--- config.mk ---
export PLATFORM = sky130hd
export DESIGN_NAME = rv32i_rename_unit_flat
export DESIGN_NICKNAME = d
export VERILOG_FILES = /design/src/rtl/rv32i_rename_unit_if.sv /design/src/rtl/rv32i_rename_unit.sv /design/src/flat_wrapper.sv
export SDC_FILE = /design/constraint.sdc
export NUM_CORES = 2
export LEC_CHECK = 0
export BUFFER_PORTS_ARGS = -buffer_cell sky130_fd_sc_hd__buf_2
export CORE_MARGIN = 2
export CORE_UTILIZATION = 34
export CTS_CLUSTER_DIAMETER = 200
export CTS_CLUSTER_SIZE = 25
export DETAILED_ROUTE_END_ITERATION = 10
export PLACE_DENSITY_LB_ADDON = 0.08
export SLEW_MARGIN = 5
export SYNTH_ARGS = -nofsm -noshare
export SYNTH_HDL_FRONTEND = slang
export SYNTH_SLANG_ARGS = --single-unit
--- constraint.sdc ---
create_clock -name clk -period 15.4 [get_ports clk]
set_clock_uncertainty 0.1 [all_clocks]
set_input_delay 2.31 -clock clk [delete_from_list [all_inputs] [get_ports clk]]
set_output_delay 2.31 -clock clk [all_outputs]
set_load 0.02 [all_outputs]
--- src/rtl/rv32i_rename_unit_if.sv ---
// Decode/rename/commit bundle for the rv32i rename stage.
//
// Ports grouped here:
//   decode side  : decode_vld, rs1_vld, rs2_vld, rd_vld,
//                  src1_arch_rf_idx, src2_arch_rf_idx, dst_arch_rf_idx, rdy
//   dispatch side: rename_vld, src1_phys_idx, src2_phys_idx,
//                  dst_phys_idx, old_dst_phys_idx
//   retire side  : commit_vld, commit_arch_idx, commit_phys_idx,
//                  commit_old_phys_idx, flush
// Slot j of every packed field sits at [j*WIDTH +: WIDTH].
// The master modport drives decode/commit/flush and observes the rename
// results; the slave modport is the rename unit itself.
interface rv32i_rename_unit_if #(
    parameter int DEC_WIDTH = 2,
    parameter int ARCH_REGS = 32,
    parameter int PHYS_REGS = 64
);
    localparam int AIDX_BW = $clog2(ARCH_REGS);
    localparam int PIDX_BW = $clog2(PHYS_REGS);

    logic [DEC_WIDTH-1:0]         decode_vld;
    logic [DEC_WIDTH-1:0]         rs1_vld;
    logic [DEC_WIDTH-1:0]         rs2_vld;
    logic [DEC_WIDTH-1:0]         rd_vld;
    logic [DEC_WIDTH*AIDX_BW-1:0] src1_arch_rf_idx;
    logic [DEC_WIDTH*AIDX_BW-1:0] src2_arch_rf_idx;
    logic [DEC_WIDTH*AIDX_BW-1:0] dst_arch_rf_idx;
    logic                         rdy;

    logic [DEC_WIDTH-1:0]         rename_vld;
    logic [DEC_WIDTH*PIDX_BW-1:0] src1_phys_idx;
    logic [DEC_WIDTH*PIDX_BW-1:0] src2_phys_idx;
    logic [DEC_WIDTH*PIDX_BW-1:0] dst_phys_idx;
    logic [DEC_WIDTH*PIDX_BW-1:0] old_dst_phys_idx;

    logic [DEC_WIDTH-1:0]         commit_vld;
    logic [DEC_WIDTH*AIDX_BW-1:0] commit_arch_idx;
    logic [DEC_WIDTH*PIDX_BW-1:0] commit_phys_idx;
    logic [DEC_WIDTH*PIDX_BW-1:0] commit_old_phys_idx;
    logic                         flush;

    modport master (
        output decode_vld, rs1_vld, rs2_vld, rd_vld,
        output src1_arch_rf_idx, src2_arch_rf_idx, dst_arch_rf_idx,
        input  rdy,
        input  rename_vld, src1_phys_idx, src2_phys_idx, dst_phys_idx, old_dst_phys_idx,
        output commit_vld, commit_arch_idx, commit_phys_idx, commit_old_phys_idx,
        output flush
    );

    modport slave (
        input  decode_vld, rs1_vld, rs2_vld, rd_vld,
        input  src1_arch_rf_idx, src2_arch_rf_idx, dst_arch_rf_idx,
        output rdy,
        output rename_vld, src1_phys_idx, src2_phys_idx, dst_phys_idx, old_dst_phys_idx,
        input  commit_vld, commit_arch_idx, commit_phys_idx, commit_old_phys_idx,
        input  flush
    );
endinterface

--- src/rtl/rv32i_rename_unit.sv ---
// Multi-wide register rename stage for the rv32i out-of-order core.
//
// Each cycle up to DEC_WIDTH decoded instructions are mapped from
// architectural to physical registers through a speculative map table;
// destinations take the lowest-numbered free physical registers.
// Retirement updates a retirement map and returns old registers to the
// free vector; a flush rebuilds the speculative map and free vector from
// the retirement map.
//
// Ports:
//   clk - rising-edge clock
//   rst - synchronous active-high reset
//   bus - rv32i_rename_unit_if.slave (decode inputs, rdy, registered
//         rename results, commit inputs, flush)
module rv32i_rename_unit #(
    parameter int DEC_WIDTH = 2,
    parameter int ARCH_REGS = 32,
    parameter int PHYS_REGS = 64
) (
    input  logic               clk,
    input  logic               rst,
    rv32i_rename_unit_if.slave bus
);
    localparam int AIDX_BW = $clog2(ARCH_REGS);
    localparam int PIDX_BW = $clog2(PHYS_REGS);
    localparam logic [PIDX_BW:0] GROUP_NEED = (PIDX_BW+1)'(DEC_WIDTH);

    logic [PIDX_BW-1:0]           spec_map [ARCH_REGS];
    logic [PIDX_BW-1:0]           ret_map  [ARCH_REGS];
    logic [PHYS_REGS-1:0]         free;

    logic [PIDX_BW:0]             free_count;
    logic                         rdy;
    logic                         accept;

    logic [PIDX_BW-1:0]           work_map [ARCH_REGS];
    logic [PHYS_REGS-1:0]         alloc_mask;
    logic [DEC_WIDTH-1:0]         ren;
    logic [DEC_WIDTH*PIDX_BW-1:0] src1_next;
    logic [DEC_WIDTH*PIDX_BW-1:0] src2_next;
    logic [DEC_WIDTH*PIDX_BW-1:0] dst_next;
    logic [DEC_WIDTH*PIDX_BW-1:0] old_next;

    logic [PIDX_BW-1:0]           ret_next [ARCH_REGS];
    logic [PHYS_REGS-1:0]         release_mask;
    logic [PHYS_REGS-1:0]         in_ret;

    // Number of free physical registers. The readiness test is deliberately
    // conservative: a full group's worth must be free regardless of how many
    // slots actually write a destination.
    always_comb begin
        free_count = '0;
        for (int p = 0; p < PHYS_REGS; p++) begin
            free_count = free_count + {{PIDX_BW{1'b0}}, free[p]};
        end
    end

    assign rdy     = !rst && !bus.flush && (free_count >= GROUP_NEED);
    assign bus.rdy = rdy;
    assign accept  = (|bus.decode_vld) && rdy;

    // Rename the group slot by slot against a working copy of the map.
    // Updating the copy as each slot allocates gives the intra-group bypass
    // for free: later slots see the newest earlier writer, and the final copy
    // is the post-group speculative map (last writer wins).
    always_comb begin
        logic [PHYS_REGS-1:0] avail;
        logic                 found;
        logic [PIDX_BW-1:0]   pick;
        logic [AIDX_BW-1:0]   a1;
        logic [AIDX_BW-1:0]   a2;
        logic [AIDX_BW-1:0]   ad;

        for (int a = 0; a < ARCH_REGS; a++) begin
            work_map[a] = spec_map[a];
        end
        avail      = free;
        alloc_mask = '0;
        ren        = '0;
        src1_next  = '0;
        src2_next  = '0;
        dst_next   = '0;
        old_next   = '0;
        found      = 1'b0;
        pick       = '0;
        a1         = '0;
        a2         = '0;
        ad         = '0;

        for (int j = 0; j < DEC_WIDTH; j++) begin
            a1     = bus.src1_arch_rf_idx[j*AIDX_BW +: AIDX_BW];
            a2     = bus.src2_arch_rf_idx[j*AIDX_BW +: AIDX_BW];
            ad     = bus.dst_arch_rf_idx[j*AIDX_BW +: AIDX_BW];
            ren[j] = bus.decode_vld[j] && bus.rd_vld[j] && (ad != '0);

            // Lowest free register not already taken by an earlier slot.
            found = 1'b0;
            pick  = '0;
            for (int p = 0; p < PHYS_REGS; p++) begin
                if (!found && avail[p]) begin
                    found = 1'b1;
                    pick  = PIDX_BW'(p);
                end
            end

            // x0 and unused operands read as p0.
            if (bus.decode_vld[j]) begin
                if (bus.rs1_vld[j] && (a1 != '0)) begin
                    src1_next[j*PIDX_BW +: PIDX_BW] = work_map[a1];
                end
                if (bus.rs2_vld[j] && (a2 != '0)) begin
                    src2_next[j*PIDX_BW +: PIDX_BW] = work_map[a2];
                end
            end

            if (ren[j] && found) begin
                dst_next[j*PIDX_BW +: PIDX_BW] = pick;
                old_next[j*PIDX_BW +: PIDX_BW] = work_map[ad];
                work_map[ad]     = pick;
                avail[pick]      = 1'b0;
                alloc_mask[pick] = 1'b1;
            end
        end
    end

    // Retirement view including this cycle's commits. A flush in the same
    // cycle must see these, so the free vector after a flush is derived from
    // which physical registers the updated retirement map still references.
    always_comb begin
        logic [AIDX_BW-1:0] ca;
        logic [PIDX_BW-1:0] cp;
        logic [PIDX_BW-1:0] co;

        for (int a = 0; a < ARCH_REGS; a++) begin
            ret_next[a] = ret_map[a];
        end
        release_mask = '0;
        in_ret       = '0;
        ca           = '0;
        cp           = '0;
        co           = '0;

        for (int j = 0; j < DEC_WIDTH; j++) begin
            ca = bus.commit_arch_idx[j*AIDX_BW +: AIDX_BW];
            cp = bus.commit_phys_idx[j*PIDX_BW +: PIDX_BW];
            co = bus.commit_old_phys_idx[j*PIDX_BW +: PIDX_BW];
            if (bus.commit_vld[j]) begin
                ret_next[ca] = cp;
                if (co != '0) begin
                    release_mask[co] = 1'b1;
                end
            end
        end

        for (int a = 0; a < ARCH_REGS; a++) begin
            in_ret[ret_next[a]] = 1'b1;
        end
    end

    // State and registered outputs. Commit always updates the retirement
    // map; flush overrides any rename activity. Registers released by a
    // commit only join the free vector at this edge, so they are never
    // allocatable in the cycle they are released.
    always_ff @(posedge clk) begin
        if (rst) begin
            for (int a = 0; a < ARCH_REGS; a++) begin
                spec_map[a] <= PIDX_BW'(a);
                ret_map[a]  <= PIDX_BW'(a);
            end
            for (int p = 0; p < PHYS_REGS; p++) begin
                free[p] <= (p >= ARCH_REGS);
            end
            bus.rename_vld       <= '0;
            bus.src1_phys_idx    <= '0;
            bus.src2_phys_idx    <= '0;
            bus.dst_phys_idx     <= '0;
            bus.old_dst_phys_idx <= '0;
        end else begin
            for (int a = 0; a < ARCH_REGS; a++) begin
                ret_map[a] <= ret_next[a];
            end

            if (bus.flush) begin
                for (int a = 0; a < ARCH_REGS; a++) begin
                    spec_map[a] <= ret_next[a];
                end
                free                 <= ~in_ret;
                bus.rename_vld       <= '0;
                bus.src1_phys_idx    <= '0;
                bus.src2_phys_idx    <= '0;
                bus.dst_phys_idx     <= '0;
                bus.old_dst_phys_idx <= '0;
            end else if (accept) begin
                for (int a = 0; a < ARCH_REGS; a++) begin
                    spec_map[a] <= work_map[a];
                end
                free                 <= (free & ~alloc_mask) | release_mask;
                bus.rename_vld       <= bus.decode_vld;
                bus.src1_phys_idx    <= src1_next;
                bus.src2_phys_idx    <= src2_next;
                bus.dst_phys_idx     <= dst_next;
                bus.old_dst_phys_idx <= old_next;
            end else begin
                free                 <= free | release_mask;
                bus.rename_vld       <= '0;
                bus.src1_phys_idx    <= '0;
                bus.src2_phys_idx    <= '0;
                bus.dst_phys_idx     <= '0;
                bus.old_dst_phys_idx <= '0;
            end
        end
    end
endmodule
--- src/flat_wrapper.sv ---
// flat-port wrapper written by rule: the top's interface ports become plain ports
module rv32i_rename_unit_flat 
#(
    parameter int DEC_WIDTH = 2,
    parameter int ARCH_REGS = 32,
    parameter int PHYS_REGS = 64
)
  (clk, rst, bus_decode_vld, bus_rs1_vld, bus_rs2_vld, bus_rd_vld, bus_src1_arch_rf_idx, bus_src2_arch_rf_idx, bus_dst_arch_rf_idx, bus_rdy, bus_rename_vld, bus_src1_phys_idx, bus_src2_phys_idx, bus_dst_phys_idx, bus_old_dst_phys_idx, bus_commit_vld, bus_commit_arch_idx, bus_commit_phys_idx, bus_commit_old_phys_idx, bus_flush);
  rv32i_rename_unit_if #(.DEC_WIDTH(DEC_WIDTH), .ARCH_REGS(ARCH_REGS), .PHYS_REGS(PHYS_REGS)) bus_i ();
  input  logic clk;
  input  logic rst;
  input wire logic [$bits(bus_i.decode_vld)-1:0] bus_decode_vld;
  input wire logic [$bits(bus_i.rs1_vld)-1:0] bus_rs1_vld;
  input wire logic [$bits(bus_i.rs2_vld)-1:0] bus_rs2_vld;
  input wire logic [$bits(bus_i.rd_vld)-1:0] bus_rd_vld;
  input wire logic [$bits(bus_i.src1_arch_rf_idx)-1:0] bus_src1_arch_rf_idx;
  input wire logic [$bits(bus_i.src2_arch_rf_idx)-1:0] bus_src2_arch_rf_idx;
  input wire logic [$bits(bus_i.dst_arch_rf_idx)-1:0] bus_dst_arch_rf_idx;
  output wire logic [$bits(bus_i.rdy)-1:0] bus_rdy;
  output wire logic [$bits(bus_i.rename_vld)-1:0] bus_rename_vld;
  output wire logic [$bits(bus_i.src1_phys_idx)-1:0] bus_src1_phys_idx;
  output wire logic [$bits(bus_i.src2_phys_idx)-1:0] bus_src2_phys_idx;
  output wire logic [$bits(bus_i.dst_phys_idx)-1:0] bus_dst_phys_idx;
  output wire logic [$bits(bus_i.old_dst_phys_idx)-1:0] bus_old_dst_phys_idx;
  input wire logic [$bits(bus_i.commit_vld)-1:0] bus_commit_vld;
  input wire logic [$bits(bus_i.commit_arch_idx)-1:0] bus_commit_arch_idx;
  input wire logic [$bits(bus_i.commit_phys_idx)-1:0] bus_commit_phys_idx;
  input wire logic [$bits(bus_i.commit_old_phys_idx)-1:0] bus_commit_old_phys_idx;
  input wire logic [$bits(bus_i.flush)-1:0] bus_flush;
  assign bus_i.decode_vld = bus_decode_vld;
  assign bus_i.rs1_vld = bus_rs1_vld;
  assign bus_i.rs2_vld = bus_rs2_vld;
  assign bus_i.rd_vld = bus_rd_vld;
  assign bus_i.src1_arch_rf_idx = bus_src1_arch_rf_idx;
  assign bus_i.src2_arch_rf_idx = bus_src2_arch_rf_idx;
  assign bus_i.dst_arch_rf_idx = bus_dst_arch_rf_idx;
  assign bus_rdy = bus_i.rdy;
  assign bus_rename_vld = bus_i.rename_vld;
  assign bus_src1_phys_idx = bus_i.src1_phys_idx;
  assign bus_src2_phys_idx = bus_i.src2_phys_idx;
  assign bus_dst_phys_idx = bus_i.dst_phys_idx;
  assign bus_old_dst_phys_idx = bus_i.old_dst_phys_idx;
  assign bus_i.commit_vld = bus_commit_vld;
  assign bus_i.commit_arch_idx = bus_commit_arch_idx;
  assign bus_i.commit_phys_idx = bus_commit_phys_idx;
  assign bus_i.commit_old_phys_idx = bus_commit_old_phys_idx;
  assign bus_i.flush = bus_flush;
  rv32i_rename_unit #(.DEC_WIDTH(DEC_WIDTH), .ARCH_REGS(ARCH_REGS), .PHYS_REGS(PHYS_REGS)) u_core (.clk(clk), .rst(rst), .bus(bus_i));
endmodule
==> results summary, run 1 <==
The run stopped with a tool error. The flow stopped in global routing. The first error in the log reads "[ERROR GRT-0116] Global routing finished with congestion. Check the congestion regions in the DRC Viewer". The pre-CTS worst setup slack came out at 5.96 ns. The gate count after technology mapping came out at 6906. The number of levels the H-tree was split into came out at 1.

The number of buffers inserted during clock tree synthesis came out at 24. The count of state elements after synthesis is 498. During I/O placement, the number of pins put on the boundary was 128.

After floorplanning, the core was divided into 149 placement rows. The maximum number of pins on one net before global-route repair is 95. The buffer count from post-CTS setup fixing is 0. The number of nets handed over by synthesis was 7055. Yosys printed 0 warnings. The cell type contributing the most total cell area after synthesis is mux4_2. By area the synthesized netlist is led by mux4_2, dfxtp_1, edfxtp_1. The count of hold-fix buffers inserted at cts came out at 0.

Of all flip-flops after synthesis, the portion carrying an async set or reset was 0%. The root buffer cell chosen for the clock tree is clkbuf_16. The total global routing track utilization is 76.8%. The half-perimeter wire length after placement came out at 446000 um.

The dominant register cell in the synthesized netlist is dfxtp_1. The synthesized design devotes to its leading area cell type 13.7% of total area. The post-synthesis sequential area ratio is 21.1%. The number of synthesized flops with an enable pin is 192. The initial core utilization is 34.2%. Measured along the y axis, the die boundary spans 411 um. Routability-driven placement finished with a final weighted congestion of 1.38. The width of the chip came out at 411 um.

The number of global-route vias before repair was 84620. The cell area that synthesis handed to floorplanning was 56300 um^2. The first global-routing pass estimated 895000 um of wire.

The mean instance size in the synthesized netlist is 8.16 um^2. The count of different cell masters after synthesis came out at 106. The total clock sinks came out at 498. Summed over all layers, the global routing overflow is 989. The count of buffers from port buffering came out at 127. The maximum clock path buffer count is 3. The post-cts resize count came out at 0.
-- through the flow --
step / std cells / area (um^2)
2_1_floorplan: 6906 / 56300
3_3_place_gp: 9291 / 63100
3_5_place_dp: 9291 / 63100
4_1_cts: 9333 / 63800
-- cell usage after synthesis, drive strengths merged, types with 12 or more instances --
library cell / instances
o31ai: 35
a22oi: 279
a31oi: 39
mux2i: 303
or3: 40
or2: 37
o41ai: 12
nand3b: 22
nand3: 302
nand2: 648
inv: 139
nor4: 60
ha: 18
nor2b: 36
o21ai: 427
o221ai: 29
nor2: 714
o31a: 17
clkbuf: 449
fa: 54
nor3b: 34
a21oi: 341
nand2b: 93
a221o: 29
a221oi: 291
dfxtp: 306
mux2: 125
o211ai: 47
o21a: 78
and3: 74
a222oi: 39
a21o: 85
nand4: 101
a2111oi: 21
and2: 23
a211oi: 38
buf: 68
or4: 17
nor3: 381
o22ai: 254
o2111ai: 45
a22o: 72
mux4: 342
edfxtp: 192
-- per-layer routing --
| metal | overflow | global-route usage (%) |
|---|---|---|
| met5 | 6 | 37.4 |
| met4 | 395 | 66.2 |
| met3 | 50 | 67.1 |
| met2 | 505 | 87.1 |
| met1 | 33 | 81.8 |
-- kinds of logic after synthesis --
group	count (synthesis)	synth area share (%)
adder cells (fa/ha/maj)	81	2.48
XOR/XNOR	7	0.109
flip-flops	498	21.1
AND/OR/NAND/NOR	2627	22.4
multiplexers	770	21.6
AO/OA/AOI/OAI	2267	27.9
buffers and inverters	656	4.51
==> inputs of run 2 (changes only) <==
--- a/config.mk
+++ b/config.mk
@@ -7,11 +7,9 @@
 export LEC_CHECK = 0
 export BUFFER_PORTS_ARGS = -buffer_cell sky130_fd_sc_hd__buf_2
 export CORE_MARGIN = 2
-export CORE_UTILIZATION = 34
-export CTS_CLUSTER_DIAMETER = 200
-export CTS_CLUSTER_SIZE = 25
+export CORE_UTILIZATION = 20
 export DETAILED_ROUTE_END_ITERATION = 10
-export PLACE_DENSITY_LB_ADDON = 0.08
+export PLACE_DENSITY_LB_ADDON = 0.15
 export SLEW_MARGIN = 5
 export SYNTH_ARGS = -nofsm -noshare
 export SYNTH_HDL_FRONTEND = slang
==> run 2 against run 1 <==
The flow now finishes, with violations (max-capacitance violations, max-slew violations); synthesized cell count is the same; area after synthesis unchanged.
==> results summary, run 2 <==
Outcome: complete, but fails checks (was did not finish). The final reports fail on max-capacitance violations, max-slew violations. The switching portion of total power came out at 50.3%. Leading post-synthesis cells by instance count: nor2_1, nand2_1, clkbuf_1 (unchanged). The cell occurring most often along the worst timing path is fa_1.

The dominant register cell in the synthesized netlist is dfxtp_1 (unchanged). The count of different cell masters after synthesis came out at 106 (unchanged). The hold violation count in the final report came out at 0. The data arrival time of the worst path is 7.80 ns. The proportion of register bits with asynchronous set or reset after synthesis came out at 0% (unchanged). The total power per unit cell area is 110 nW/um^2. In this run the most critical hold path is launched from u_core.ret_map[1][43]. Walking the worst path, the cells encountered are inv_1, fa_1, fa_1, fa_1, inv_1, fa_1, inv_1, fa_1, fa_1, fa_1, fa_1, inv_1, fa_1, inv_1, fa_1, nor4b_1, a31oi_1, buf_2. The post-cts resize count came out at 0 (unchanged). The buffer count from post-CTS setup fixing is 0 (unchanged). Largest cells by area after synthesis: mux4_2, dfxtp_1, edfxtp_1 (unchanged).

The routed design could run at a clock period as short as 10.21 ns. The tightest slew margin relative to the limit is -8.54%. The worst-case IR drop observed on VDD is 198 uV. The boundary pin count is 128 (unchanged). The pre-CTS worst setup slack came out at 5.97 ns (was 5.96 ns). The maximum net fanout on the critical path came out at 15. The half-perimeter wire length after placement is 568000 um (was 446000 um).

The number of core rows is 194 (was 149). The reported leakage power is 23.6 nW. The path category of the worst min-delay check is reg2reg. The number of global-route vias before repair came out at 69501. The count of nets left with antenna violations after detail routing came out at 0. The internal power component came out at 0.00379 W. The total of max-cap violations came out at 5. The placer's final routability congestion estimate was 1.13 (was 1.38). The CTS clock-pin slew for the worst setup and hold paths came out at 0.06 ns. In the final layout, the registers with the most flip-flops are u_core.ret_map x192, u_core.spec_map x192, u_core.free x64.

The kind of cell adding the most delay to the critical path is adder cells. The count of buffers from port buffering was 127 (unchanged). The vertical die dimension came out at 535 um (was 411 um). Cells with a size suffix above 1 make up 24.1% of the layout.

The maximum clock path buffer count is 4 (was 3). TritonCTS built the clock tree. The sum of routed wire length over all layers is 736000 um. The setup total negative slack is 0 ns. The least setup slack across all paths after layout came out at 5.19 ns. The total congestion overflow is 0.

The worst setup path is captured at an output port. The number of buffers inserted during clock tree synthesis is 79 (was 24). The number of buffer and inverter stages on the critical path is 6. The setup path with the least slack is of type reg2out. The number of synthesized flops with an enable pin came out at 192 (unchanged). The initial antenna violation count came out at 205. The final count of pins violating max slew is 24. The layout filler cell count is 30706. The launching element type of the critical path is a flop.

The number of levels the H-tree was split into came out at 3 (was 1). The core region is 280000 um^2. The number of instances in the placed design was 10923 (was 9291).

Across all layers, the routed design uses 80047 vias. The finished layout cell area came out at 69100 um^2. The clock latency on the worst-skew pair came out at 0.84 ns. The synthesized area came out at 56300 um^2 (unchanged). The highest clock frequency the design can meet came out at 97.9 MHz. The count of state elements after synthesis is 498 (unchanged). The count of hold-fix buffers inserted at cts came out at 0 (unchanged).

The count of yosys warnings during synthesis is 0 (unchanged). The delay contributed by the slowest stage of the critical path is 0.72 ns. The library cells used most frequently in the layout, excluding fill and tap cells, are buf_4, nand2_1, nor2_1, o21ai_0, mux4_2. The mean instance size in the synthesized netlist is 8.16 um^2 (unchanged). The average detailed-routed wire length per instance came out at 65.5 um.

The width of the chip was 535 um (was 411 um). The iteration count of the initial detailed-routing pass is 8. Setup repair after global routing left no endpoint under its margin.

The slew at the pin closest to its max-slew limit came out at 1.62 ns. The origin of the critical flop-to-flop path is u_core.free[36]. The violation count after the first detailed-route iteration came out at 13925. The gate count after technology mapping was 6906 (unchanged).

The area growth from synthesis to layout is 22.6%. The portion of synthesized cell area occupied by the leading cell type is 13.7% (unchanged). The first-pass GRT wire length is 902000 um.

The part of the power in registers came out at 22.7%. The switching power came out at 0.00383 W. The library cell used most frequently in the layout, excluding fill and tap cells, is buf_4. The most frequently used cell type in the post-synthesis netlist was nor2_1 (unchanged). The die outline area is 286000 um^2. Hold timing on the final database bottoms out at a slack of 0.487 ns. The initial core utilization is 20.1% (was 34.2%).

The cell type contributing the most total cell area after synthesis is mux4_2 (unchanged). In this run the worst setup path begins at u_core.free[36]. The critical path data required time came out at 12.99 ns. The post-synthesis sequential area ratio came to 21.1% (unchanged). The total clock sinks is 498 (unchanged). The part of the total power dissipated in the clock network came out at 24.3%.

The setup violation total in the final timing report is 0. Across every metal layer, demand over resource in global routing totals 49.9%. The average via count per standard cell came out at 7.13. The combinational group share of total power is 53.0%.

The fraction of the cycle the final worst path needs came out at 66.3%. The number of remaining DRC errors came out at 0. The maximum number of pins on one net before global-route repair is 127. The instance area after placement came out at 66100 um^2 (was 63100 um^2). The net count of the mapped netlist is 7055 (unchanged). The number of standard cells in the layout, taps in and fillers out came out at 11232. The cell at the root of the clock tree is clkbuf_16 (unchanged).

The cell with the largest stage delay on the worst path is dfxtp_1. At the end of the flow, the number of nets in the layout was 7431.
-- run 2: final timing paths --
check / end / slack, ns / cells past startpoint
setup reg to reg: u_core.spec_map[0][38] / 5.93 / 21
hold / removal: u_core.ret_map[1][43] / 0.49 / 4
hold reg to reg: u_core.ret_map[1][43] / 0.49 / 4
setup / recovery: bus_rdy / 5.19 / 18
-- run 2: worst reg2reg max path: stages (launching register included) --
cell,delay [ns]
dfxtp_1,0.72
inv_1,0.19
fa_1,0.59
fa_1,0.52
fa_1,0.55
inv_1,0.06
fa_1,0.50
inv_1,0.10
fa_1,0.46
fa_1,0.54
fa_1,0.43
fa_1,0.49
inv_1,0.05
fa_1,0.39
inv_1,0.09
fa_1,0.40
nor4b_1,0.15
a31oi_1,0.53
o21a_4,0.51
buf_4,0.68
buf_4,0.81
a22oi_1,0.33
-- run 2: kinds of logic after synthesis --
kind of cell | Yosys count | share of synthesized area [%]
compound gates | 2267 | 27.9
xor+xnor | 7 | 0.109
fa+ha+maj | 81 | 2.48
buf+inv | 656 | 4.51
flops | 498 | 21.1
mux | 770 | 21.6
simple gates | 2627 | 22.4
-- run 2: area by class of cell --
type | instances | area (um^2) | share of cell area [%]
clock inverters | 20 | 158 | 0.228
flip-flops and latches | 498 | 11900 | 17.2
multi-input cells | 5752 | 43200 | 62.6
repair buffers | 812 | 5830 | 8.45
inverters | 139 | 522 | 0.755
well taps | 3724 | 4660 | 6.75
clock buffers | 115 | 2360 | 3.42
diodes | 172 | 430 | 0.623
-- run 2: power groups by stage --
stage	Clock (W)	Sequential (W)	Combinational [W]
after floorplan	0	0.00167	0.00207
after global placement	0	0.00173	0.00388
after detailed placement	0	0.00174	0.00384
after CTS	0.00187	0.00171	0.00385
after global routing	0.00191	0.00173	0.00409
final	0.00185	0.00173	0.00404
-- run 2: stage by stage --
step / total power [W] / utilization, %
after global routing: 0.00774 / 24.5
after floorplan: 0.00374 / -
after global placement: 0.00561 / 23.6
after CTS: 0.00743 / 24.5
final: 0.00762 / 24.7
after detailed placement: 0.00558 / 23.6
-- run 2: routing by layer --
metal	vias to the layer above	routed length, um	global-route usage [%]
li1	28449	-	-
met2	7640	295000	68.8
met3	2443	80200	19.8
met5	-	215	0.966
met1	41481	284000	59.4
met4	34	76000	43.8
Note: power is estimated with default switching activity, not from simulation.
